<file path="src/rtl/audio_clamp_scheduler.sv">
// audio_clamp_scheduler: round-robin left/right sample scheduler for a shared clamp,
// with a one-entry output buffer, clamp limit configuration and saturation counter.
module audio_clamp_scheduler #(
    parameter int DATA_W = 32,
    parameter int DEF_LO = 11,
    parameter int DEF_HI = 22,
    parameter int CNT_W  = 16
) (
    input  logic              CLOCK_50,
    input  logic              reset,
    input  logic              l_valid,
    input  logic [DATA_W-1:0] l_data,
    output logic              l_ready,
    input  logic              r_valid,
    input  logic [DATA_W-1:0] r_data,
    output logic              r_ready,
    input  logic              cfg_wr,
    input  logic [DATA_W-1:0] cfg_lo,
    input  logic [DATA_W-1:0] cfg_hi,
    output logic              cfg_err,
    output logic [DATA_W-1:0] clamp_in,
    output logic [DATA_W-1:0] clamp_lo,
    output logic [DATA_W-1:0] clamp_hi,
    input  logic [DATA_W-1:0] clamp_out,
    output logic              out_valid,
    output logic [DATA_W-1:0] out_data,
    output logic              out_chan,
    input  logic              out_ready,
    output logic [CNT_W-1:0]  sat_count
);
    typedef enum logic {EMPTY, FULL} state_t;

    state_t             state_q, state_d;
    logic               last_q, last_d;
    logic               chan_q, chan_d;
    logic               pend_q, pend_d;
    logic               err_q, err_d;
    logic [DATA_W-1:0]  lo_q, lo_d, hi_q, hi_d;
    logic [DATA_W-1:0]  slo_q, slo_d, shi_q, shi_d;
    logic [DATA_W-1:0]  data_q, data_d;
    logic [CNT_W-1:0]   sat_q, sat_d;
    logic               slot_free, l_gnt, r_gnt, accept, cfg_ok, pend_eff;
    logic [DATA_W-1:0]  slo_eff, shi_eff;

    always_comb begin
        // Ready is gated by reset so nothing is accepted while reset is held.
        slot_free  = reset && (state_q == EMPTY || out_ready);
        l_gnt      = slot_free && l_valid && (!r_valid || last_q);
        r_gnt      = slot_free && r_valid && (!l_valid || !last_q);
        accept     = l_gnt || r_gnt;
        clamp_in   = r_gnt ? r_data : l_data;
        cfg_ok     = cfg_wr && (cfg_lo <= cfg_hi);
        pend_eff   = pend_q || cfg_ok;
        slo_eff    = cfg_ok ? cfg_lo : slo_q;
        shi_eff    = cfg_ok ? cfg_hi : shi_q;
        state_d    = accept ? FULL : (out_ready ? EMPTY : state_q);
        last_d     = accept ? r_gnt : last_q;
        chan_d     = accept ? r_gnt : chan_q;
        data_d     = accept ? clamp_out : data_q;
        sat_d      = (accept && clamp_out != clamp_in && sat_q != '1) ? sat_q + CNT_W'(1) : sat_q;
        err_d      = err_q || (cfg_wr && cfg_lo > cfg_hi);
        // Limits only move on an edge with no accept, so an in-flight sample never sees a mix.
        lo_d       = (pend_eff && !accept) ? slo_eff : lo_q;
        hi_d       = (pend_eff && !accept) ? shi_eff : hi_q;
        pend_d     = pend_eff && accept;
        slo_d      = slo_eff;
        shi_d      = shi_eff;
    end

    always_ff @(posedge CLOCK_50 or negedge reset) begin
        if (!reset) begin
            state_q <= EMPTY;
            last_q  <= 1'b1;
            chan_q  <= 1'b0;
            pend_q  <= 1'b0;
            err_q   <= 1'b0;
            lo_q    <= DATA_W'(DEF_LO);
            hi_q    <= DATA_W'(DEF_HI);
            slo_q   <= DATA_W'(DEF_LO);
            shi_q   <= DATA_W'(DEF_HI);
            data_q  <= '0;
            sat_q   <= '0;
        end else begin
            state_q <= state_d;
            last_q  <= last_d;
            chan_q  <= chan_d;
            pend_q  <= pend_d;
            err_q   <= err_d;
            lo_q    <= lo_d;
            hi_q    <= hi_d;
            slo_q   <= slo_d;
            shi_q   <= shi_d;
            data_q  <= data_d;
            sat_q   <= sat_d;
        end
    end

    assign l_ready   = l_gnt;
    assign r_ready   = r_gnt;
    assign clamp_lo  = lo_q;
    assign clamp_hi  = hi_q;
    assign out_valid = (state_q == FULL);
    assign out_data  = data_q;
    assign out_chan  = chan_q;
    assign sat_count = sat_q;
    assign cfg_err   = err_q;
endmodule
</file>
<file path="config.mk">
export PLATFORM = sky130hd
export DESIGN_NAME = audio_clamp_scheduler
export DESIGN_NICKNAME = d
export VERILOG_FILES = /design/src/rtl/audio_clamp_scheduler.sv
export SDC_FILE = /design/constraint.sdc
export NUM_CORES = 1
export LEC_CHECK = 0
export CORE_ASPECT_RATIO = 0.75
export CORE_MARGIN = 10
export CORE_UTILIZATION = 40
export DETAILED_ROUTE_END_ITERATION = 7
export PLACE_DENSITY = 0.75
export SYNTH_ARGS = -nofsm -noshare
export SYNTH_HDL_FRONTEND = slang
export SYNTH_SLANG_ARGS = --single-unit
</file>
<file path="constraint.sdc">
create_clock -name CLOCK_50 -period 2.45 [get_ports CLOCK_50]
set_input_delay 0.3675 -clock CLOCK_50 [delete_from_list [all_inputs] [get_ports CLOCK_50]]
set_output_delay 0.3675 -clock CLOCK_50 [all_outputs]
set_load 0.005 [all_outputs]
</file>
==> summary.txt <==
Global route
  • Initial antenna violation count: 1
  • Global-route wire length before repair: 64,700 um
  • Gr usage total: 27.7%
  • Largest net degree at the start of global routing: 85
  • Grt ovf: 0
  • Vias in the first global route: roughly 11,000

Clock network
  • Worst-path clk slew: roughly 80 ps
  • Clock Root Buffer: clkbuf_16
  • TritonCTS Buffers: 17
  • Max Root-Sink Buffers: 2
  • Later-pin clock latency in the skew report: between 400 and 500 ps
  • H-tree depth: 4
  • CTS tree: done
  • Clk sink count: between 150 and 200

Critical path
  • Top delay family on crit path: compound AO/OA/AOI/OAI gates
  • R2R setup slack: -160 ps
  • Reg-to-Reg Start: last_q$_DFFE_PN1P_
  • CP most frequent cell: o211ai_1
  • Critical path arrival: 2980 ps
  • R2r endpoint: sat_count[1]$_DFFE_PN0P_
  • Critical-path cell list: clkdlybuf4s15_1 -> inv_2 -> ha_4 -> nor2b_1 -> o211ai_1 -> a2111o_1 -> o211ai_1 -> a22oi_2 -> buf_4 -> buf_6 -> nand2_8 -> buf_12 -> buf_16 -> nand2_4 -> o21ai_2
  • Crit path kind: input port to register
  • Slowest stage delay, CP: between 400 and 500 ps
  • Crit. End Element: register
  • Reg2Reg Depth: 12
  • Crit path buffers/inverters: 6
  • Critical Path Start Type: input port
  • Slowest CP cell: a2111o_1
  • WP data required: between 2000 and 3000 ps
  • CP max FO: 8

Timing
  • Fin crit period: between 2000 and 3000 ps
  • Final setup viols: 97
  • Slew Viols, Final: 0
  • Final WS setup: -181 ps
  • Fmax: around 0.38 GHz
  • Final period util: 107%
  • Unrepaired setup endpoints after global routing: true
  • Slew HR: 24.4%
  • Max Clock Skew: 15.8 ps
  • Final hold violations: 0
  • Slew @ Worst Pin: ~1100 ps

Layout
  • Post-layout instance area: 0.0173 mm2
  • Final nets: around 1,800
  • Post-layout util: 74.5%
  • Syn-to-layout area delta: 81.7%
  • Layout cell share with drive strength beyond 1: 34.2%
  • Fill count: 1,512

Placed design
  • Cell Area, Placed: roughly 0.014 mm2
  • Worst slack, placed: -856 ps
  • IO Port Bufs: between 300 and 400
  • Hpwl dp: 29,200 um
  • GPL Wtd Cong: 0.984

Logic synthesis
  • Post-synth EDFFs: 0
  • Syn_area_per_cell: between 8 and 9 um2
  • Mapped Cells: 1,100
  • Synth area leaders: dfrtp_1 (44%), nand2_1 (13%), nand3_1 (7.2%)
  • Post-synthesis net count: 1,299
  • Area leader, netlist: dfrtp_1
  • Yosys warns: 0
  • Predominant post-synthesis flop cell: dfrtp_1
  • Flops & latches, synth: 181
  • Synth cell types: 61
  • Synthesized area: 0.00952 mm2
  • Register area share after synthesis: 47.7%
  • Share of the synthesized area in the top cell type: 44.1%
  • Synth async-reset ratio: 100%

Drt
  • Via count: approximately 11,000
  • Initial DRC Count: 1,133
  • DR vias/cell: 5.73
  • DR DRC count: 0
  • First-pass iteration count of the detailed router: 6
  • DRT antenna net count: 0
  • Total Wirelength: between 40,000 and 50,000 um
  • Post-DR wirelength/cell: 25.0 um

Run status
  • Failing checks: setup timing
  • Status: finished with violations

Pwr
  • Leak pwr: ~8 nW
  • Sw Pwr: roughly 4.3 mW
  • Switch share: a little over a third
  • Reg power frac: 36.5%
  • Clock Power Share: 22.7%
  • Pint: 7.91 mW
  • Peak supply drop: 540 uV
  • Pwr dens: about 710 mW/mm2
  • Combinational power share: 40.8%

Floorplan
  • Die Y: 154 um
  • IO Pins: around 320
  • Starting Density: 41.0%
  • Full die area: 0.0304 mm2
  • Die width: 198 um
  • Row cnt: 48
  • Core ar.: around 0.023 mm2

Run
  • Max_cap viols: 0

Worst hold path
  • HP Class: input port to async pin
cell families (layout without fill, tap and decap cells):
logic type                 count (synthesis)  in the layout  synth area share (%)
muxes                                      8              8                 0.972
DFF                                      181            181                  47.7
adders and majority gates                 33             33                  4.34
and+or+nand+nor                          553            555                  25.5
buffers and inverters                    127            683                  5.98
xor gates and xnor gates                  38             38                  3.49
other                                      0              1                     0
AOI/OAI and AO/OA                        160            160                  12.0
how the worst max path moves through the flow:
| stage | from | end | slack, ps | cells after the start |
|---|---|---|---|---|
| 3_5_place_dp | cfg_hi[25] | clamp_hi[3]$_DFFE_PN0P_ | -860 | 11 |
| 2_1_floorplan | r_valid | sat_count[1]$_DFFE_PN0P_ | 9 | 9 |
| 5_1_grt | last_q$_DFFE_PN1P_ | sat_count[1]$_DFFE_PN0P_ | -290 | 12 |
| 3_3_place_gp | cfg_hi[25] | clamp_hi[3]$_DFFE_PN0P_ | -750 | 11 |
| 4_1_cts | last_q$_DFFE_PN1P_ | sat_count[1]$_DFFE_PN0P_ | -130 | 10 |
| 6_report | cfg_hi[1] | shi_q[15]$_DFF_PN0_ | -180 | 15 |
power by group through the flow:
stage / logic (mW) / registers, mW / clock network [mW]
floorplan: 1.35 / 4.27 / 0
global placement: 3.75 / 4.31 / 0
detailed placement: 3.83 / 4.33 / 0
CTS: 4.29 / 4.31 / 2.72
global route: 5.26 / 4.51 / 2.90
finish: 4.99 / 4.45 / 2.77
cell usage in the layout, fill, tap and decap left out, drive strengths merged, types with 8 or more instances in the layout:
cell | Yosys | routed
ha | 33 | 33
xor2 | 16 | 16
dlygate4sd2 | 0 | 43
o311ai | 32 | 32
nand2b | 8 | 8
o21ai | 59 | 59
nand3 | 138 | 138
nor3 | 8 | 8
clkdlybuf4s15 | 0 | 10
dfrtp | 168 | 168
clkdlybuf4s50 | 0 | 221
xnor2 | 22 | 22
clkbuf | 33 | 45
inv | 64 | 68
dfstp | 13 | 13
nor2 | 13 | 13
buf | 30 | 283
nand2 | 339 | 341
nand4 | 23 | 23
a21oi | 20 | 20
through the flow:
step	instances	hold slack, ps	power, mW	setup TNS, ps
CTS	1933	38.5	11.3	-905
floorplan	1100	71.9	5.62	0
finish	1959	47.9	12.2	-7720
global placement	1825	343	8.07	-103610
detailed placement	1825	345	8.16	-111750
global route	1959	42.1	12.7	-10860
Yosys cell counts, drive strengths merged, types with 6 or more instances:
| master | instances |
|---|---|
| o21ai | 59 |
| a21o | 6 |
| o311ai | 32 |
| mux2 | 7 |
| inv | 64 |
| o22ai | 7 |
| nand2b | 8 |
| xor2 | 16 |
| o2111ai | 7 |
| clkbuf | 33 |
| nand2 | 339 |
| nor3 | 8 |
| o211ai | 7 |
| buf | 30 |
| nand4 | 23 |
| dfrtp | 168 |
| ha | 33 |
| a21oi | 20 |
| nor2 | 13 |
| dfstp | 13 |
| nand3 | 138 |
| xnor2 | 22 |
what timing repair did:
action,4_1_cts,5_1_grt
hold buffers,3,0
resized for setup,283,238
setup endpoints to repair,179,149
cloned,16,9
endpoints found under the hold margin,21,0
pin swaps,48,48
setup buffers,58,19
final cells by class:
| class | instances | area, um2 | area share, % |
|---|---|---|---|
| Inverter | 64 | 255 | 1.48 |
| Antenna cell | 1 | 2.50 | 0.0145 |
| Multi-Input combinational cell | 794 | 5770 | 33.3 |
| Tap cell | 300 | 375 | 2.17 |
| Sequential cell | 181 | 4550 | 26.3 |
| Timing Repair Buffer | 587 | 5790 | 33.5 |
| Clock buffer | 19 | 443 | 2.56 |
| Clock inverter | 13 | 124 | 0.716 |
metal layers:
layer,vias up,GRT usage (%),routed length [um]
li1,4890,-,-
met1,5474,35.9,19200
met2,713,44.2,23100
met3,141,7.70,4950
met4,0,7.63,1700
met5,-,0,0
flip-flops by register name, summed over array words and instances, names as in the netlist:
name,count
clamp_hi,32
out_data,32
last_q,1
cfg_err,1
sat_count,16
pend_q,1
clamp_lo,32
slo_q,32
out_chan,1
out_valid,1
shi_q,32
No activity file was read; power rests on OpenSTA's default activity.
